===== src/rtl/wb_bus_arbiter.sv =====
// Two-master / one-slave pipelined Wishbone arbiter: round-robin grant held for the whole CYC burst.
// Define WB_ARB_TIMEOUT_EN to add a watchdog that aborts ack-less slave cycles with an error.
//
// state | meaning
// IDLE  | no owner, slave bus quiet, waiting for a cyc request
// OWN0  | master 0 owns the slave bus, signals pass straight through
// OWN1  | master 1 owns the slave bus, signals pass straight through
// ABORT | owner timed out; slave cycle dropped, grant held until owner drops cyc
module wb_bus_arbiter #(
   parameter int DATA_WIDTH     = 32,
   parameter int TIMEOUT_CYCLES = 255,
   parameter int CNT_W          = 8
) (
   input  logic                  clk_i,
   input  logic                  rst_i,

   input  logic                  m0_cyc_i,
   input  logic                  m0_stb_i,
   input  logic                  m0_we_i,
   input  logic [DATA_WIDTH-1:0] m0_addr_i,
   input  logic [DATA_WIDTH-1:0] m0_data_i,
   output logic                  m0_stall_o,
   output logic                  m0_ack_o,
   output logic                  m0_err_o,
   output logic [DATA_WIDTH-1:0] m0_data_o,

   input  logic                  m1_cyc_i,
   input  logic                  m1_stb_i,
   input  logic                  m1_we_i,
   input  logic [DATA_WIDTH-1:0] m1_addr_i,
   input  logic [DATA_WIDTH-1:0] m1_data_i,
   output logic                  m1_stall_o,
   output logic                  m1_ack_o,
   output logic                  m1_err_o,
   output logic [DATA_WIDTH-1:0] m1_data_o,

   output logic                  s_cyc_o,
   output logic                  s_stb_o,
   output logic                  s_we_o,
   output logic [DATA_WIDTH-1:0] s_addr_o,
   output logic [DATA_WIDTH-1:0] s_data_o,
   input  logic                  s_stall_i,
   input  logic                  s_ack_i,
   input  logic [DATA_WIDTH-1:0] s_data_i,

   output logic [1:0]            grant_o
);

   if ((2 ** CNT_W) <= TIMEOUT_CYCLES) begin : g_cnt_w_check
      $error("wb_bus_arbiter: CNT_W too narrow to hold TIMEOUT_CYCLES");
   end

   typedef enum logic [1:0] {
      IDLE  = 2'd0,
      OWN0  = 2'd1,
      OWN1  = 2'd2,
      ABORT = 2'd3
   } state_t;

   state_t state_q, state_d;
   logic   last_grant_q;
   logic   owner_cyc;
   logic   other_cyc;
   logic   timeout_hit;

   // In OWNx and ABORT last_grant_q always names the current owner.
   assign owner_cyc = last_grant_q ? m1_cyc_i : m0_cyc_i;
   assign other_cyc = last_grant_q ? m0_cyc_i : m1_cyc_i;

`ifdef WB_ARB_TIMEOUT_EN
   localparam logic [CNT_W-1:0] TIMEOUT_VAL = CNT_W'(TIMEOUT_CYCLES);

   logic [CNT_W-1:0] cnt_q;
   logic             own_active;

   assign own_active  = (state_q == OWN0) || (state_q == OWN1);
   // A same-cycle ack beats the watchdog.
   assign timeout_hit = own_active && owner_cyc && !s_ack_i && (cnt_q == TIMEOUT_VAL);

   always_ff @(posedge clk_i or posedge rst_i) begin
      if (rst_i) begin
         cnt_q <= '0;
      end else if (!own_active || (state_d != state_q) || s_ack_i) begin
         cnt_q <= '0;
      end else if (owner_cyc) begin
         cnt_q <= cnt_q + CNT_W'(1);
      end
   end
`else
   assign timeout_hit = 1'b0;
`endif

   always_ff @(posedge clk_i or posedge rst_i) begin
      if (rst_i) begin
         state_q      <= IDLE;
         last_grant_q <= 1'b1;
      end else begin
         state_q <= state_d;
         if (state_d == OWN0) begin
            last_grant_q <= 1'b0;
         end else if (state_d == OWN1) begin
            last_grant_q <= 1'b1;
         end
      end
   end

   always_comb begin
      state_d = state_q;
      case (state_q)
         IDLE: begin
            if (m0_cyc_i && m1_cyc_i) begin
               state_d = last_grant_q ? OWN0 : OWN1;
            end else if (m0_cyc_i) begin
               state_d = OWN0;
            end else if (m1_cyc_i) begin
               state_d = OWN1;
            end
         end
         OWN0: begin
            if (!m0_cyc_i) begin
               state_d = m1_cyc_i ? OWN1 : IDLE;
            end else if (timeout_hit) begin
               state_d = ABORT;
            end
         end
         OWN1: begin
            if (!m1_cyc_i) begin
               state_d = m0_cyc_i ? OWN0 : IDLE;
            end else if (timeout_hit) begin
               state_d = ABORT;
            end
         end
         ABORT: begin
            if (!owner_cyc) begin
               if (other_cyc) begin
                  state_d = last_grant_q ? OWN0 : OWN1;
               end else begin
                  state_d = IDLE;
               end
            end
         end
         default: state_d = IDLE;
      endcase
   end

   always_comb begin
      grant_o    = 2'b00;
      s_cyc_o    = 1'b0;
      s_stb_o    = 1'b0;
      s_we_o     = 1'b0;
      s_addr_o   = '0;
      s_data_o   = '0;
      m0_stall_o = 1'b1;
      m0_ack_o   = 1'b0;
      m0_err_o   = 1'b0;
      m0_data_o  = '0;
      m1_stall_o = 1'b1;
      m1_ack_o   = 1'b0;
      m1_err_o   = 1'b0;
      m1_data_o  = '0;
      case (state_q)
         OWN0: begin
            grant_o    = 2'b01;
            s_cyc_o    = m0_cyc_i;
            s_stb_o    = m0_stb_i;
            s_we_o     = m0_we_i;
            s_addr_o   = m0_addr_i;
            s_data_o   = m0_data_i;
            m0_stall_o = s_stall_i;
            m0_ack_o   = s_ack_i;
            m0_err_o   = timeout_hit;
            m0_data_o  = s_data_i;
         end
         OWN1: begin
            grant_o    = 2'b10;
            s_cyc_o    = m1_cyc_i;
            s_stb_o    = m1_stb_i;
            s_we_o     = m1_we_i;
            s_addr_o   = m1_addr_i;
            s_data_o   = m1_data_i;
            m1_stall_o = s_stall_i;
            m1_ack_o   = s_ack_i;
            m1_err_o   = timeout_hit;
            m1_data_o  = s_data_i;
         end
         ABORT: begin
            grant_o = last_grant_q ? 2'b10 : 2'b01;
         end
         default: ;
      endcase
   end

endmodule


===== config.mk =====
export PLATFORM = sky130hd
export DESIGN_NAME = wb_bus_arbiter
export DESIGN_NICKNAME = d
export VERILOG_FILES = /design/src/rtl/wb_bus_arbiter.sv
export SDC_FILE = /design/constraint.sdc
export NUM_CORES = 1
export LEC_CHECK = 0
export ABC_CLOCK_PERIOD_IN_PS = 2300
export CORE_AREA = 2 2 118 120
export CTS_BUF_LIST = sky130_fd_sc_hd__clkbuf_4 sky130_fd_sc_hd__clkbuf_8 sky130_fd_sc_hd__clkbuf_16
export DETAILED_ROUTE_END_ITERATION = 10
export DIE_AREA = 0 0 120 122
export GPL_ROUTABILITY_DRIVEN = 1
export GPL_TIMING_DRIVEN = 0
export PLACE_DENSITY = 0.67
export SLEW_MARGIN = 10
export SYNTH_ARGS = -nofsm -noshare
export SYNTH_HDL_FRONTEND = slang
export SYNTH_SLANG_ARGS = --single-unit
export TNS_END_PERCENT = 50

===== constraint.sdc =====
create_clock -name clk_i -period 2.3 [get_ports clk_i]
set_input_delay 0.23 -clock clk_i [delete_from_list [all_inputs] [get_ports clk_i]]
set_output_delay 0.23 -clock clk_i [all_outputs]
set_load 0.02 [all_outputs]

# After elaboration in Yosys (flattened, before gate mapping)

Index checks and enable logic that the tools add are counted.

Equal/unequal tests: 5
Reductions and logical operators: 3
Multiplexer cells: 28

Operators by type and width:

| operator           | number |
|---|---|
| $pmux 32 s2        | 2 |
| $mux 32            | 2 |
| $mux 2             | 10 |
| $mux 1             | 9 |
| $pmux 2 s4         | 1 |
| $eq 2x2->1 const B | 3 |
| $pmux 1 s2         | 3 |
| $pmux 2 s3         | 1 |
| $eq 2x1->1 const B | 2 |
| $logic_not 2->1    | 1 |
| $reduce_bool 2->1  | 1 |
| $logic_and 1x1->1  | 1 |

Output and inout port bits: 139
Input port bits: 170
Flip-flop bits (word level): 3

# Longest topological paths before layout

Depth in word-level cells: 7
Depth in mapped cells: 8
Mapped depth without buffers: 8

# Worst setup path after synthesis

OpenSTA, ideal clock, no wires.

Path kind: reg-to-reg
From: register state_q[1]
To: register last_grant_q
Data required time: 2.225 ns
Arrival time: 1.831 ns
Stages on the path, launching flop included: 9
Buffers on the path: 1
Setup slack: 0.394 ns
Path through: dfrtp_1 -> inv_1 -> ha_1 -> buf_2 -> nor3_1 -> o22ai_1 -> a211o_1 -> ha_1 -> mux2i_1

Cells in the longest elaborated chain, start to end: 6
Elaborated cells on any way between the ends: 15
Classes of those cells: eq/ne: 5; mux: 8; reduce/logical: 2

RTL lines:

| item                                        | RTL line | RTL |
|---|---|---|
| start, declared                             | 60       | `state_t state_q, state_d;` |
| start signal, assigned                      | 98       | `state_q <= state_d;` |
| $mux 2                                      | 115      | `end else if (m1_cyc_i) begin` |
| $mux 2                                      | 113      | `end else if (m0_cyc_i) begin` |
| $mux 2                                      | 111      | `if (m0_cyc_i && m1_cyc_i) begin` |
| $pmux 2 s4 *                                | 109      | `case (state_q)` |
| $eq 2x1->1 or $eq 2x2->1 (tied branches)    | 99, 101  |  |
| $mux 1 or $reduce_bool 2->1 (tied branches) | n/a      |  |
| end signal, assigned                        | 96       | `last_grant_q <= 1'b1;` |
| end signal, assigned                        | 100      | `last_grant_q <= 1'b0;` |
| end signal, assigned                        | 102      | `last_grant_q <= 1'b1;` |
| end, declared                               | 61       | `logic last_grant_q;` |

Mark *: on every way between the ends. The rest lies on a longest branch, timed or not.
A chain may end at the register's enable or synchronous reset.

# Final worst setup path

From: register state_q[0]
To: output port s_data_o[11]

Cells in the longest elaborated chain, start to end: 2
Elaborated cells on any way between the ends: 3
Classes of those cells: eq/ne: 2; mux: 1

RTL lines:

| item                                     | RTL line | RTL |
|---|---|---|
| $eq 2x2->1 or $eq 2x1->1 (tied branches) | 161      | `case (state_q)` |
| $pmux 32 s2 *                            | 161      |  |
| end, declared                            | 41       | `output logic [DATA_WIDTH-1:0] s_data_o,` |

Marks and branches as above.

==> flow_metrics.env <==
export IMPL_ys_types=28
export IMPL_synthTopCellsByArea="a22oi_1, nor2b_1, and2_1"
export IMPL_yosysMostFrequentCell="nor2b_1"
export IMPL_area_growth_pct=183
export IMPL_ys_top_cells_by_count="nor2b_1, a22oi_1, and2_1"
export IMPL_grt_pass1_vias=3337
export IMPL_hold_viol=0
export IMPL_dpl_hpwl_um=10100
export IMPL_yosys_area_top_type="a22oi_1"
export IMPL_cp_max_fo=10
export IMPL_first_pass_iters=4
export IMPL_arrival_ps=1980
export IMPL_peakVddDrop_uv=403
export IMPL_maxCapViolations=0
export IMPL_p_leak_nw=2.34
export IMPL_grt_overflow=0
export IMPL_cts_sinks=3
export IMPL_gp_congestion=0.849
export IMPL_core_area_um2=13500
export IMPL_required_ps=2070
export IMPL_antenna_found_initial=0
export IMPL_yosysWarnings=0
export IMPL_syn_cell_area_um2=1810
export IMPL_drt_initial_drc_count=73
export IMPL_die_h_um=122
export IMPL_wire_per_inst_um=15.7
export IMPL_holdBufCountCts=0
export IMPL_drc=0
export IMPL_root_buffer="clkbuf_16"
export IMPL_cts_made_buffers=3
export IMPL_rsz0062_at_grt="no"
export IMPL_finalCriticalPeriod_ps=2210
export IMPL_period_share_pct=95.9
export IMPL_dp_slack_ps=-484
export IMPL_synth_edf_count=0
export IMPL_async_flop_share_pct=100
export IMPL_crit_type="reg -> out"
export IMPL_fin_skew_ps=2.39
export IMPL_yosysSeqAreaShare_pct=4.22
export IMPL_setup_violations_final=0
export IMPL_avgSynthCellArea_um2=6.67
export IMPL_cts_max_level=1
export IMPL_finalMaxSlewViolations=0
export IMPL_syn_instance_count=271
export IMPL_insertedDiodeCount=0
export IMPL_grt_max_degree=11
export IMPL_worst_slack_ps=94.3
export IMPL_grtUsageTotal_pct=14.7
export IMPL_clockBufferDepth=2
export IMPL_synth_top_area_share_pct=27.8
export IMPL_grt_pass1_wl_um=17400
export IMPL_start_util_pct=13.4
export IMPL_boundaryPins=309
export IMPL_die_w_um=120
export IMPL_ant_nets=0
export IMPL_die_area_um2=14600
export IMPL_cp_start_kind="flop"
export IMPL_hold_path_class="in -> async"
export IMPL_outcome="finished, final reports clean"
export IMPL_cp_end_kind="primary output"
export IMPL_synth_seq_cells=3
export IMPL_nets=758
export IMPL_route_vias_total=3255
export IMPL_rows=43
export IMPL_max_freq_ghz=0.453
export IMPL_drive_gt1_share_pct=13.2
export IMPL_p_per_area_nw_per_um2=1120
export IMPL_cts_tree="done"
export IMPL_worst_skew_pair_late_latency_ps=220
export IMPL_viasPerCell=4.27
export IMPL_ys_flop_type="dfrtp_1"
export IMPL_clk_pin_slew_ps=30
export IMPL_final_core_util_pct=37.8
export IMPL_port_buffers=306
export IMPL_routed_wl_um=12000
## placed cells by master (no fill, tap or decap), types with 2 or more instances in the layout
cell type	n
buf_4	10
inv_2	2
nor2_1	3
a211o_1	2
clkdlybuf4s15_1	8
o21ai_1	2
clkdlybuf4s50_1	171
clkbuf_2	26
dlygate4sd2_1	94
o21ai_0	3
a22oi_1	67
clkbuf_16	3
buf_6	2
clkdlybuf4s15_2	12
inv_1	4
dfrtp_2	2
and2_1	66
nor2b_1	68
nand2b_1	2
ha_1	2
ha_4	2
conb_1	2
clkbuf_4	11
## stage by stage
step	setup TNS [ps]	hold WS, ps	power [mW]	cells	cell area (um2)
after global routing	0	224	6.13	762	5110
after detailed placement	-32980	424	5.76	758	5100
after floorplan	0	-17.1	3.17	272	1810
after CTS	-115	190	5.75	762	5150
after global placement	-28130	416	5.68	758	5100
final	0	184	5.70	762	5110
## final cells by class
type / count / area [um2]
multi-input combinational: 232 / 1600
inverter: 6 / 22.5
sequential: 3 / 78.8
clock buffer: 4 / 82.6
timing repair buffer: 306 / 2860
fill: 1418 / 8390
tap: 180 / 225
buffer: 31 / 236
## what timing repair did
| action | in CTS | in global routing |
|---|---|---|
| setup endpoints to repair | 136 | 74 |
| gates resized for setup | 209 | 55 |
| setup buffers | 0 | 0 |
## final timing paths
kind | from | endpoint | slack (ps) | cells after the start
min in group clk_i | last_grant_q$_DFFE_PP1P_ | last_grant_q$_DFFE_PP1P_ | 520 | 2
worst max register to register | state_q[0]$_DFF_PP0_ | last_grant_q$_DFFE_PP1P_ | 320 | 8
worst max-delay path | state_q[0]$_DFF_PP0_ | s_data_o[11] | 90 | 7
worst min-delay path | rst_i | state_q[0]$_DFF_PP0_ | 180 | 2
max in group asynchronous | rst_i | last_grant_q$_DFFE_PP1P_ | 1900 | 2
worst min register to register | last_grant_q$_DFFE_PP1P_ | last_grant_q$_DFFE_PP1P_ | 520 | 2
## where the power goes
part / internal, mW / leakage (nW) / switching [mW] / total, mW
registers: 0.0888 / 0.0328 / 0.0527 / 0.142
logic: 2.37 / 2.27 / 2.90 / 5.27
clock network: 0.241 / 0.0416 / 0.0482 / 0.289
total: 2.70 / 2.34 / 3.00 / 5.70
## layer usage
metal	up-vias	part of all wire (%)	GRT usage, %
met5	-	0	0
met4	0	0.48	1.25
met3	7	8.9	3.84
met2	166	53	30.0
met1	1518	37	15.5
li1	1564	-	-
## critical path: stages (launching register included)
cell and delay [ps]:
dfrtp_2 460, inv_2 140, ha_2 250, buf_8 170, buf_4 190, a22oi_1 100, nor2b_1 110, dlygate4sd2_1 330
## flip-flops by register name, summed over array words and instances (netlist names)
signal        count
state_q           2
last_grant_q      1
## logic make-up after synthesis
| kind of cell | after synthesis | synth area share, % |
|---|---|---|
| compound gates | 81 | 33.8 |
| buf+inv | 37 | 8.93 |
| simple gates | 143 | 48.9 |
| fa+ha+maj | 5 | 3.46 |
| other cells | 1 | 0.207 |
| mux | 1 | 0.554 |
| flops | 3 | 4.22 |
No activity file was read; power rests on OpenSTA's default activity.
